`src/rtl/key_beep_ctrl.sv`:
```
// -----------------------------------------------------------------------------
// key_beep_ctrl
//   Consumer of the debounced-key interface. Tracks the debounced key level,
//   classifies each press as short or long, and plays a square-wave beep
//   pattern on the buzzer: one beep for a short press, two beeps separated by
//   a silent gap for a long press.
//
// Parameters
//   TONE_DIV  half-period of the beep tone, in clk cycles
//   BEEP_CYC  duration of one beep, in clk cycles
//   GAP_CYC   silent gap between the two beeps of a long-press pattern
//   LONG_CYC  hold time at which a press is classified long
//
// Ports
//   clk        system clock
//   rst_n      asynchronous active-low reset
//   key_flag   one-cycle strobe, key_value valid (repeats while level stable)
//   key_value  debounced key level, 0 = pressed, 1 = released
//   beep       buzzer drive, active-high square wave
//   busy       high while a beep pattern is playing (BEEP1, GAP, BEEP2)
//   evt_short  one-cycle pulse on short-press classification
//   evt_long   one-cycle pulse on long-press classification
// -----------------------------------------------------------------------------
module key_beep_ctrl #(
    parameter int unsigned TONE_DIV = 12_500,
    parameter int unsigned BEEP_CYC = 5_000_000,
    parameter int unsigned GAP_CYC  = 5_000_000,
    parameter int unsigned LONG_CYC = 50_000_000
) (
    input  logic clk,
    input  logic rst_n,
    input  logic key_flag,
    input  logic key_value,
    output logic beep,
    output logic busy,
    output logic evt_short,
    output logic evt_long
);

    localparam int unsigned DUR_MAX = (BEEP_CYC > GAP_CYC) ? BEEP_CYC : GAP_CYC;
    localparam int unsigned TONE_W  = (TONE_DIV > 1) ? $clog2(TONE_DIV) : 1;
    localparam int unsigned DUR_W   = (DUR_MAX  > 1) ? $clog2(DUR_MAX)  : 1;
    localparam int unsigned HOLD_W  = (LONG_CYC > 1) ? $clog2(LONG_CYC) : 1;

    localparam logic [TONE_W-1:0] TONE_LAST = TONE_W'(TONE_DIV - 1);
    localparam logic [DUR_W-1:0]  BEEP_LAST = DUR_W'(BEEP_CYC - 1);
    localparam logic [DUR_W-1:0]  GAP_LAST  = DUR_W'(GAP_CYC - 1);
    localparam logic [HOLD_W-1:0] HOLD_LAST = HOLD_W'(LONG_CYC - 1);

    typedef enum logic [2:0] {
        S_IDLE,
        S_HELD,
        S_BEEP1,
        S_GAP,
        S_BEEP2
    } state_t;

    state_t              r_state;
    logic                r_key_level;
    logic                r_dbl;
    logic [HOLD_W-1:0]   r_hold_cnt;
    logic [DUR_W-1:0]    r_dur_cnt;
    logic [TONE_W-1:0]   r_tone_cnt;
    logic                r_beep;
    logic                r_busy;
    logic                r_evt_short;
    logic                r_evt_long;

    state_t              w_state_nxt;
    logic                w_dbl_nxt;
    logic [HOLD_W-1:0]   w_hold_nxt;
    logic [DUR_W-1:0]    w_dur_nxt;
    logic [TONE_W-1:0]   w_tone_nxt;
    logic                w_beep_nxt;
    logic                w_busy_nxt;
    logic                w_evt_short_nxt;
    logic                w_evt_long_nxt;
    logic                w_press;
    logic                w_release;

    // Edges are relative to the tracked level, so repeated strobes carrying
    // an unchanged value never look like a new press or release.
    assign w_press   = key_flag && !key_value &&  r_key_level;
    assign w_release = key_flag &&  key_value && !r_key_level;

    always_comb begin
        w_state_nxt     = r_state;
        w_dbl_nxt       = r_dbl;
        w_hold_nxt      = r_hold_cnt;
        w_dur_nxt       = r_dur_cnt;
        w_tone_nxt      = r_tone_cnt;
        w_beep_nxt      = 1'b0;
        w_evt_short_nxt = 1'b0;
        w_evt_long_nxt  = 1'b0;

        case (r_state)
            S_IDLE: begin
                if (w_press) begin
                    w_state_nxt = S_HELD;
                    w_hold_nxt  = '0;
                end
            end

            S_HELD: begin
                // Release wins over the long threshold when both land in the
                // same cycle, so that case is classified short.
                if (w_release) begin
                    w_state_nxt     = S_BEEP1;
                    w_dbl_nxt       = 1'b0;
                    w_evt_short_nxt = 1'b1;
                    w_hold_nxt      = '0;
                    w_dur_nxt       = '0;
                    w_tone_nxt      = '0;
                    w_beep_nxt      = 1'b1;
                end else if (r_hold_cnt == HOLD_LAST) begin
                    w_state_nxt     = S_BEEP1;
                    w_dbl_nxt       = 1'b1;
                    w_evt_long_nxt  = 1'b1;
                    w_hold_nxt      = '0;
                    w_dur_nxt       = '0;
                    w_tone_nxt      = '0;
                    w_beep_nxt      = 1'b1;
                end else begin
                    w_hold_nxt = r_hold_cnt + HOLD_W'(1);
                end
            end

            S_BEEP1, S_BEEP2: begin
                if (r_dur_cnt == BEEP_LAST) begin
                    w_dur_nxt   = '0;
                    w_tone_nxt  = '0;
                    w_state_nxt = (r_state == S_BEEP1 && r_dbl) ? S_GAP : S_IDLE;
                end else begin
                    w_dur_nxt = r_dur_cnt + DUR_W'(1);
                    if (r_tone_cnt == TONE_LAST) begin
                        w_tone_nxt = '0;
                        w_beep_nxt = ~r_beep;
                    end else begin
                        w_tone_nxt = r_tone_cnt + TONE_W'(1);
                        w_beep_nxt = r_beep;
                    end
                end
            end

            S_GAP: begin
                if (r_dur_cnt == GAP_LAST) begin
                    w_state_nxt = S_BEEP2;
                    w_dur_nxt   = '0;
                    w_tone_nxt  = '0;
                    w_beep_nxt  = 1'b1;
                end else begin
                    w_dur_nxt = r_dur_cnt + DUR_W'(1);
                end
            end

            default: begin
                w_state_nxt = S_IDLE;
            end
        endcase

        w_busy_nxt = (w_state_nxt == S_BEEP1) || (w_state_nxt == S_GAP) ||
                     (w_state_nxt == S_BEEP2);
    end

    always_ff @(posedge clk or negedge rst_n) begin
        if (!rst_n) begin
            r_state     <= S_IDLE;
            r_key_level <= 1'b1;
            r_dbl       <= 1'b0;
            r_hold_cnt  <= '0;
            r_dur_cnt   <= '0;
            r_tone_cnt  <= '0;
            r_beep      <= 1'b0;
            r_busy      <= 1'b0;
            r_evt_short <= 1'b0;
            r_evt_long  <= 1'b0;
        end else begin
            if (key_flag) begin
                r_key_level <= key_value;
            end
            r_state     <= w_state_nxt;
            r_dbl       <= w_dbl_nxt;
            r_hold_cnt  <= w_hold_nxt;
            r_dur_cnt   <= w_dur_nxt;
            r_tone_cnt  <= w_tone_nxt;
            r_beep      <= w_beep_nxt;
            r_busy      <= w_busy_nxt;
            r_evt_short <= w_evt_short_nxt;
            r_evt_long  <= w_evt_long_nxt;
        end
    end

    assign beep      = r_beep;
    assign busy      = r_busy;
    assign evt_short = r_evt_short;
    assign evt_long  = r_evt_long;

endmodule

```
`config.mk`:
```
export PLATFORM = sky130hd
export DESIGN_NAME = key_beep_ctrl
export DESIGN_NICKNAME = d
export VERILOG_FILES = /design/src/rtl/key_beep_ctrl.sv
export SDC_FILE = /design/constraint.sdc
export NUM_CORES = 1
export LEC_CHECK = 0
export ABC_CLOCK_PERIOD_IN_PS = 6300
export CAP_MARGIN = 20
export CORE_MARGIN = 4
export CORE_UTILIZATION = 30
export CTS_BUF_LIST = sky130_fd_sc_hd__clkbuf_8
export DETAILED_ROUTE_END_ITERATION = 10
export GPL_ROUTABILITY_DRIVEN = 0
export HOLD_SLACK_MARGIN = 0.15
export PLACE_DENSITY = 0.45
export SKIP_LAST_GASP = 1
export SYNTH_ARGS = -nofsm -noshare
export SYNTH_HDL_FRONTEND = slang
export SYNTH_SLANG_ARGS = --single-unit
```
`constraint.sdc`:
```
create_clock -name clk -period 6.3 [get_ports clk]
set_input_delay 0.945 -clock clk [delete_from_list [all_inputs] [get_ports clk]]
set_output_delay 0.945 -clock clk [all_outputs]
set_load 0.01 [all_outputs]
```
==> qor.yml, run 1 <==
outcome: "finished clean"
antenna_found_initial: 0
vias_per_cell: 5.660
end_kind: "flip-flop"
crit_start: "r_dur_cnt[0]"
route.detailed.drc: 0
worstMarginPinSlew_ns: 0.9512
path_class: "flip-flop to flip-flop"
placed_cells: 623
fin_crit_ns: 2.808
slowest_stage: "or4_1"
grt_max_degree: 73
htree_levels: 3
core_mm2: 0.01340
hold_start: "r_dur_cnt[0]"
rsz0062_at_grt: "no"
drt_first_pass_iters: 5
diodes: 0
cts_tree: "built"
start_kind: "flip-flop"
cp_max_fo: 14
synth_seq_area_share_pct: 43.38
holdWs_ns: 0.4955
rows: 42
grt_pass1_vias: 3342
vdd_ir_drop_max_mv: 0.08444
fp.dieW_um: 125.7
drtAntennaViolNets: 0
synthFlopType: "dfrtp_1"
path_cells: "ha_1 -> and2_1 -> nand2_1 -> or4_1 -> o211ai_2 -> o221ai_1"
slowest_delay_ns: 0.81
drive_above_1_share_pct: 7.343
maxSlewHeadroom_pct: 36.59
drv_cap: 0
timing.setup.tns_ns: 0
track_usage_pct: 13.26
hp-class: "flip-flop to flip-flop"
num_io_pins: 8
cts.repair.resized: 0
start_util_pct: 31.02
fin_nets: 465
finalMaxSlewViolations: 0
clk_latency_ns: 0.36
synth_edf_count: 0
die_h_um: 125.7
cts.sinks: 72
fmax_ghz: 0.3561
cts_root_buf: "clkbuf_8"
syn_nets: 467
period_share_pct: 44.57
finalInstanceArea_mm2: 0.004566
port_buffers: 7
multi_input_area_mm2: 0.002186
route.final.wire_length_um: 10080
dp_hpwl_um: 6743
final_util_pct: 34.07
wl_per_cell_um: 15.78
netlist_area_mm2: 0.004156
final_cells: 639
worstPathArrival_ns: 3.01
ys_types: 62
path_clk_slew_ns: 0.08
drt_iter0_markers: 362
clock_path_buffers: 2
cts-buffers-inserted: 9
grt_pass1_wl_um: 17300
syn_area_per_cell_um2: 9.036
areaGrowthSynthToFinish_pct: 9.844
fillers: 1409
die_area_mm2: 0.01580
dpl_cell_area_mm2: 0.004348
yosys_warnings: 0
ff_latch_area_mm2: 0.001803
hold_buffers: 0
vias: 3617
crit_required_ns: 6.50
power_density_mw_per_mm2: 195.1
final_hold_viol_count: 0
p_leak_nw: 1.878
synth_cells: 460
gr-total-overflow: 0
async_reset_ff_share_pct: 100.0
setup_viol: 0
synth-seq-cells: 72
clock_skew_ns: 0.01095
cts_setup_buffers: 0
r2r-start: "r_dur_cnt[0]"
-- logic make-up after synthesis --
logic type                 count (synthesis)  synth area share [%]
and+or+nand+nor                          226                 30.67
AOI/OAI and AO/OA                        108                 17.70
DFF                                       72                 43.38
buffers and inverters                     36                 4.034
xor gates and xnor gates                  11                 2.318
muxes                                      4                0.9934
adders and majority gates                  3                0.9032
-- critical path, delay by kind of cell, from the launching register on --
family / cells / cell delay (ns)
DFF: 1 / 0.38
adders and majority gates: 1 / 0.22
AOI/OAI and AO/OA: 2 / 0.92
and+or+nand+nor: 3 / 1.13
-- Yosys cell counts (all sizes together) (4+ instances only) --
cell type	instances	share of area [%]
a211o	8	1.7
a21oi	26	3.2
a31oi	20	3.0
a41oi	6	1.3
and3	18	2.7
and4	4	0.90
buf	12	1.8
clkbuf	11	1.0
dfrtp	71	43
inv	13	1.2
nand2	40	3.6
nand3	35	4.3
nand4	19	2.9
nor2	32	2.9
nor3	19	2.4
nor3b	4	0.72
nor4	10	1.9
o21a	5	0.90
o21ai	18	2.2
o221ai	4	0.84
o31ai	10	1.8
or3	5	0.75
or4	10	1.9
xnor2	7	1.5
xor2	4	0.84
-- layer usage --
| metal | GRT usage, % | part of all wire, % |
|---|---|---|
| met1 | 18.27 | 49 |
| met5 | 0 | 0 |
| met2 | 20.83 | 45 |
| met3 | 2.921 | 3.8 |
| met4 | 4.209 | 1.3 |
-- path summary, 6_finish.rpt --
kind | endpoint | slack [ns] | cells past startpoint
setup / recovery | r_tone_cnt[13] | 3.49 | 6
setup reg to reg | r_tone_cnt[13] | 3.49 | 6
max in group asynchronous | r_hold_cnt[8] | 4.95 | 1
min in group asynchronous | r_dur_cnt[0] | 0.71 | 1
hold / removal | r_dur_cnt[0] | 0.50 | 1
hold reg to reg | r_dur_cnt[0] | 0.50 | 1
-- layout by cell type (no fill, tap or decap), types with 3 or more instances in the layout --
cell             instances
o21ai_0                 16
nand3b_1                 3
nor2b_1                  3
nand4_1                 19
a41oi_1                  6
o31ai_1                 10
a21oi_1                 25
xnor2_1                  7
nand3_1                 34
nand2b_1                 3
or4_1                    9
nor3_1                  18
nand4b_1                 3
nor4_1                   9
a211o_1                  8
o221ai_1                 4
nand2_1                 40
ha_1                     3
and4_1                   3
o21a_1                   5
inv_1                   14
a31oi_1                 20
clkdlybuf4s50_1          6
nor2_1                  32
nor3b_1                  4
buf_4                    4
xor2_1                   4
and3_1                  17
mux2i_1                  3
dfrtp_1                 71
nor4b_1                  3
clkbuf_8                13
or3_1                    5
and2_1                   3
-- sequential cells by signal, indices dropped and copies added, names as in the netlist --
| register | cells |
|---|---|
| r_hold_cnt | 26 |
| r_dur_cnt | 23 |
| r_tone_cnt | 14 |
| r_state | 3 |
| beep | 1 |
| busy | 1 |
| evt_long | 1 |
| evt_short | 1 |
| r_dbl | 1 |
| r_key_level | 1 |
-- where the power goes --
group	switching, mW	internal (mW)
clock	0.175	0.224
combinational	0.0134	0.00549
sequential	0.00591	0.466
total	0.194	0.696
-- layout make-up --
type                            count  share of cell area, %
Clock inverter                      3                 0.8495
Timing Repair Buffer               10                  1.973
Sequential cell                    72                  39.49
Inverter                           13                  1.069
Tap cell                          176                  4.823
Clock buffer                       13                  3.919
Multi-Input combinational cell    352                  47.88
-- metrics by stage --
step | worst slack (ns) | power, mW
floorplan | 4.069 | 0.4866
global placement | 3.278 | 0.5011
detailed placement | 3.246 | 0.5014
CTS | 3.483 | 0.9114
global route | 3.319 | 0.9368
finish | 3.492 | 0.8907
Note: power is estimated with default switching activity, not from simulation.
==> run 2, diff against run 1 <==
ABC_CLOCK_PERIOD_IN_PS = 2300   (was 6300)
PLACE_DENSITY = 0.47   (was 0.45)
clock period = 2.3 ns   (was 6.3 ns; I/O delays follow)
==> run 2 against run 1 <==
Compared with the run above: die area is the same; register-to-register slack got worse by 3.4 ns; first-iteration DRC count decreased by 34%; via count grew 1.7%; clock power increased to 3.2 times the previous value; setup slack worse by 3.4 ns; clock skew grew 0.0029 ns; critical path depth unchanged; critical endpoint is now r_dur_cnt[20]; largest cell class unchanged.
==> qor.yml, run 2 (synthesized netlist as in run 1, its figures left out) <==
outcome: "finished clean"
cts_root_buf: "clkbuf_8"
slowest_delay_ns: 0.51  # -0.30 ns
clock_path_buffers: 2  # unchanged
fp.dieW_um: 125.7  # unchanged
cts-buffers-inserted: 9  # unchanged
grt_pass1_vias: 3503  # +4.8%
cp_max_fo: 15  # +1
start_util_pct: 31.02  # unchanged
drive_above_1_share_pct: 16.90  # +9.6 points
drt_first_pass_iters: 5  # unchanged
diodes: 0  # unchanged
worst_slack_ns: 0.1180  # -3.374 ns
layout_common_cells: "71 x dfrtp_1, 47 x buf_4, 40 x nand2_1"
path_clk_slew_ns: 0.08  # about the same
clk_latency_ns: 0.37  # about the same
drtAntennaViolNets: 0  # unchanged
grt_pass1_wl_um: 17660  # +2.1%
power_density_mw_per_mm2: 527.2  # +170%
regMostFlops: "r_hold_cnt"
drt_iter0_markers: 239  # -34%
finalMaxSlewViolations: 0  # unchanged
htree_levels: 3  # unchanged
dpl_cell_area_mm2: 0.004696  # +8.0%
finalInstanceArea_mm2: 0.005021  # +10%
route.final.wire_length_um: 10650  # +5.7%
layout_commonest_cell: "dfrtp_1"
r2r_cells: 6  # unchanged
final_hold_viol_count: 0  # unchanged
timing.setup.tns_ns: 0  # unchanged
clock_skew_ns: 0.01385  # +0.002909 ns
fin_crit_ns: 2.182  # -0.6259 ns
drv_cap: 0  # unchanged
r2r-start: "r_hold_cnt[11]"
vias: 3679  # +1.7%
end_kind: "flip-flop"
route.detailed.drc: 0  # unchanged
reg_top3: "r_hold_cnt (26), r_dur_cnt (23), r_tone_cnt (14)"
final_cells: 685  # +7.2%
port_buffers: 7  # unchanged
dp_hpwl_um: 7531  # +12%
fmax_ghz: 0.4583  # +29%
die_h_um: 125.7  # unchanged
num_io_pins: 8  # unchanged
start_kind: "flip-flop"
pre_cts_slack_ns: 0.02613  # -3.220 ns
track_usage_pct: 13.60  # +0.34 points
grt_max_degree: 48  # -34%
path_cells: "nor4bb_2 -> and4_4 -> a311oi_4 -> buf_4 -> or4_1 -> a21oi_1"
final_util_pct: 37.47  # +3.4 points
worstPathArrival_ns: 2.47  # -0.54 ns
gr-total-overflow: 0  # unchanged
vias_per_cell: 5.371  # -5.1%
r2r_slack_ns: 0.12  # -3.37 ns
crit_required_ns: 2.59  # -3.91 ns
maxSlewHeadroom_pct: 57.46  # +21 points
worstMarginPinSlew_ns: 0.6332  # -0.3180 ns
core_mm2: 0.01340  # unchanged
hp-class: "primary input to asynchronous set/reset pin"
path_class: "flip-flop to flip-flop"
setup_viol: 0  # unchanged
antenna_found_initial: 0  # unchanged
vdd_ir_drop_max_mv: 0.1917  # +130%
r2r-end: "r_dur_cnt[20]"
cts.sinks: 72  # unchanged
placed_cells: 666  # +6.9%
fin_nets: 511  # +9.9%
largest_register_ffs: 26  # unchanged
period_share_pct: 94.87  # +50 points
rows: 42  # unchanged
wl_per_cell_um: 15.55  # -1.4%
areaGrowthSynthToFinish_pct: 20.80
cts_tree: "built"
die_area_mm2: 0.01580  # unchanged
fillers: 1361  # -3.4%
slowest_stage: "or4_1"
p_leak_nw: 2.135  # +14%
-- run 2: cell count changes in the layout (fill, tap and decap cells not counted), sizes merged --
cell	previous run	this run
bufinv	1	3
clkinvlp	0	1
clkbuf	13	11
inv	14	13
buf	4	49
dlygate4sd3	0	1
-- run 2: timing repair --
action	4_1_cts	5_1_grt
endpoints found under the setup margin	0	32
endpoints found under the hold margin	25	0
hold buffers	1	0
resized for setup	0	9
setup buffers	0	2
-- run 2: where the power goes --
group	total (mW)	switching (mW)	internal (mW)
clock network	1.29	0.507	0.778
logic	0.0733	0.0457	0.0276
registers	1.29	0.0112	1.28
total	2.65	0.564	2.08
-- run 2: worst max-delay path by stage --
stage	startpoint	to	slack, ns
after floorplan	r_hold_cnt[0]	r_hold_cnt[22]	0.07
after global placement	r_hold_cnt[8]	r_dur_cnt[2]	0.06
after detailed placement	r_hold_cnt[0]	r_tone_cnt[9]	0.03
after CTS	r_hold_cnt[0]	r_tone_cnt[9]	0.02
after global routing	r_hold_cnt[11]	r_dur_cnt[18]	-0.02
final	r_hold_cnt[11]	r_dur_cnt[20]	0.12
-- run 2: layout make-up --
cell class              count  area (um^2)  share of cell area (%)
clock buffers              11        151.4                   3.015
clock inverters             5        102.6                   2.043
flip-flops and latches     72         1803                   35.91
repair buffers             56        462.9                   9.220
inverters                  13        48.80                  0.9718
multi-input cells         352         2232                   44.46
well taps                 176        220.2                   4.386
-- run 2: critical path: cells and delay by family (launching register included) --
kind / cells / cell delay, ns
buffers and inverters: 1 / 0.21
DFF: 1 / 0.43
and+or+nand+nor: 3 / 1.21
AOI/OAI and AO/OA: 2 / 0.26
-- run 2: metrics by stage --
stage | hold WS, ns | power [mW]
after floorplan | 0.04941 | 1.333
after global placement | 0.2942 | 1.387
after detailed placement | 0.2956 | 1.388
after CTS | 0.4435 | 2.693
after global routing | 0.4684 | 2.748
final | 0.4307 | 2.647
-- run 2: layer usage --
metal	part of all wire, %	global-route usage (%)	vias to the layer above
li1	-	-	1836
met1	49	19.02	1772
met2	46	20.77	56
met3	3.0	2.625	15
met4	1.6	5.421	0
met5	0	0	-
==> run 3, diff against run 2 <==
CORE_UTILIZATION = 58   (was 30)
PLACE_DENSITY = 0.79   (was 0.47)
==> run 3 against run 2 <==
Compared with the run above: fmax is 0.36% lower; critical endpoint is now r_dur_cnt[9]; setup slack worse by 0.0078 ns; critical path type unchanged; global-route usage is 11 points higher; clock power is 15% lower; highest routed layer unchanged; final cell count is 12% lower; combinational power is 11% lower.
==> qor.yml, run 3 (synthesized netlist as in run 1, its figures left out) <==
grt_max_degree: 33  # -31%
multi_input_area_mm2: 0.002215  # -0.78%
worstMarginPinSlew_ns: 0.7078  # +0.07467 ns
fin_crit_ns: 2.190  # +0.007848 ns
grt_pass1_vias: 3826  # +9.2%
crit_required_ns: 2.53  # -0.06 ns
vdd_ir_drop_max_mv: 0.2986  # +56%
power_mw: 2.460  # -7.1%
final_util_pct: 70.18  # +33 points
grt_pass1_wl_um: 17480  # -1.1%
drt_iter0_markers: 328  # +37%
setup_viol: 0  # unchanged
finalMaxSlewViolations: 0  # unchanged
drv_cap: 0  # unchanged
fp.dieW_um: 92.66  # -26%
maxSlewHeadroom_pct: 52.45  # -5.0 points
regMostFlops: "r_hold_cnt"
track_usage_pct: 25.03  # +11 points
placed_cells: 580  # -13%
diodes: 0  # unchanged
cts-buffers-inserted: 9  # unchanged
areaGrowthSynthToFinish_pct: 15.98
holdWs_ns: 0.4915  # +0.06082 ns
htree_levels: 3  # unchanged
slowest_delay_ns: 0.57  # +0.06 ns
timing.setup.tns_ns: 0  # unchanged
final_hold_viol_count: 0  # unchanged
reg_top3: "r_hold_cnt (26), r_dur_cnt (23), r_tone_cnt (14)"
slowest_stage: "or4b_1"
rows: 30  # -29%
vias: 3906  # +6.2%
dp_hpwl_um: 7059  # -6.3%
fin_nets: 506  # -0.98%
finalInstanceArea_mm2: 0.004821  # -4.0%
core_mm2: 0.006869  # -49%
clock_skew_ns: 0.006082  # -0.007773 ns
num_io_pins: 8  # unchanged
outcome: "finished clean"
cts_root_buf: "clkbuf_8"
fmax_ghz: 0.4566  # -0.36%
path_delay_family: "simple AND/OR/NAND/NOR gates"
clock_path_buffers: 2  # unchanged
drtAntennaViolNets: 0  # unchanged
drive_above_1_share_pct: 15.67  # -1.2 points
antenna_found_initial: 0  # unchanged
wl_per_cell_um: 16.58  # +6.6%
cts_tree: "built"
clk_latency_ns: 0.34  # -0.03 ns
rsz0062_at_grt: "yes"
port_buffers: 7  # unchanged
dpl_cell_area_mm2: 0.004536  # -3.4%
path_buf_inv: 0  # -1
die_h_um: 92.66  # -26%
fillers: 529  # -61%
die_area_mm2: 0.008585  # -46%
hp-class: "flip-flop to flip-flop"
period_share_pct: 95.21  # +0.34 points
path_class: "flip-flop to flip-flop"
final_cells: 600  # -12%
layout_common_cells: "71 x dfrtp_1, 41 x buf_4, 40 x nand2_1"
route.detailed.drc: 0  # unchanged
p_leak_nw: 2.082  # -2.5%
path_clk_slew_ns: 0.08  # about the same
cp_max_fo: 13  # -2
ff_latch_area_mm2: 0.001803  # unchanged
vias_per_cell: 6.510  # +21%
worst_slack_ns: 0.1101  # -0.007848 ns
path_cells: "or4b_1 -> nor4_4 -> a21oi_4 -> and3_1 -> a211o_1"
largest_register_ffs: 26  # unchanged
end_kind: "flip-flop"
drt_first_pass_iters: 6  # +1
route.final.wire_length_um: 9945  # -6.6%
worstPathArrival_ns: 2.42  # -0.05 ns
layout_commonest_cell: "dfrtp_1"
cts.sinks: 72  # unchanged
gr-total-overflow: 0  # unchanged
start_kind: "flip-flop"
power_density_mw_per_mm2: 510.2  # -3.2%
start_util_pct: 60.51  # +29 points
pre_cts_slack_ns: 0.03642  # +0.01029 ns
==> run 3: cell type report <==
type	count	area share, %
clock buffer	10	2.855
clock inverter	6	1.713
inverter	13	1.012
multi-input combinational	352	45.94
sequential	72	37.40
tap	96	2.492
timing repair buffer	51	8.591
==> run 3: power by group <==
part	total [mW]	internal, mW	switching [mW]
combinational	0.0656	0.0237	0.0419
clock	1.10	0.634	0.470
sequential	1.29	1.28	0.0125
==> run 3: repair_timing <==
action                                  4_1_cts  5_1_grt
setup buffers                                 0        3
gates resized for setup                       0        8
endpoints found under the setup margin        0       39
endpoints found under the hold margin        24        0
hold buffers                                  1        0
==> run 3: tightest hold or removal path, delay by kind of cell (launching register included) <==
| kind | cells | cell delay (ns) |
|---|---|---|
| compound gates | 1 | 0.06 |
| buf+inv | 1 | 0.04 |
| flops | 1 | 0.39 |
==> run 3: layer usage <==
layer / wire [um] / vias up / share of wire [%] / GRT usage, %
li1: - / 1844 / - / -
met1: 4210 / 1867 / 42 / 31.61
met2: 4992 / 166 / 50 / 42.90
met3: 563 / 29 / 5.7 / 4.224
met4: 179 / 0 / 1.8 / 9.646
met5: 0 / - / 0 / 0
==> run 3: path summary, 6_finish.rpt <==
check                              startpoint  slack (ns)              to  cells after the start
worst min-delay path              r_key_level        0.49     r_key_level                      2
min in group asynchronous               rst_n        0.54  r_hold_cnt[20]                      2
worst min register to register    r_key_level        0.49     r_key_level                      2
worst max register to register  r_dur_cnt[13]        0.11    r_dur_cnt[9]                      5
max in group asynchronous               rst_n        1.05     r_key_level                      3
worst max-delay path            r_dur_cnt[13]        0.11    r_dur_cnt[9]                      5
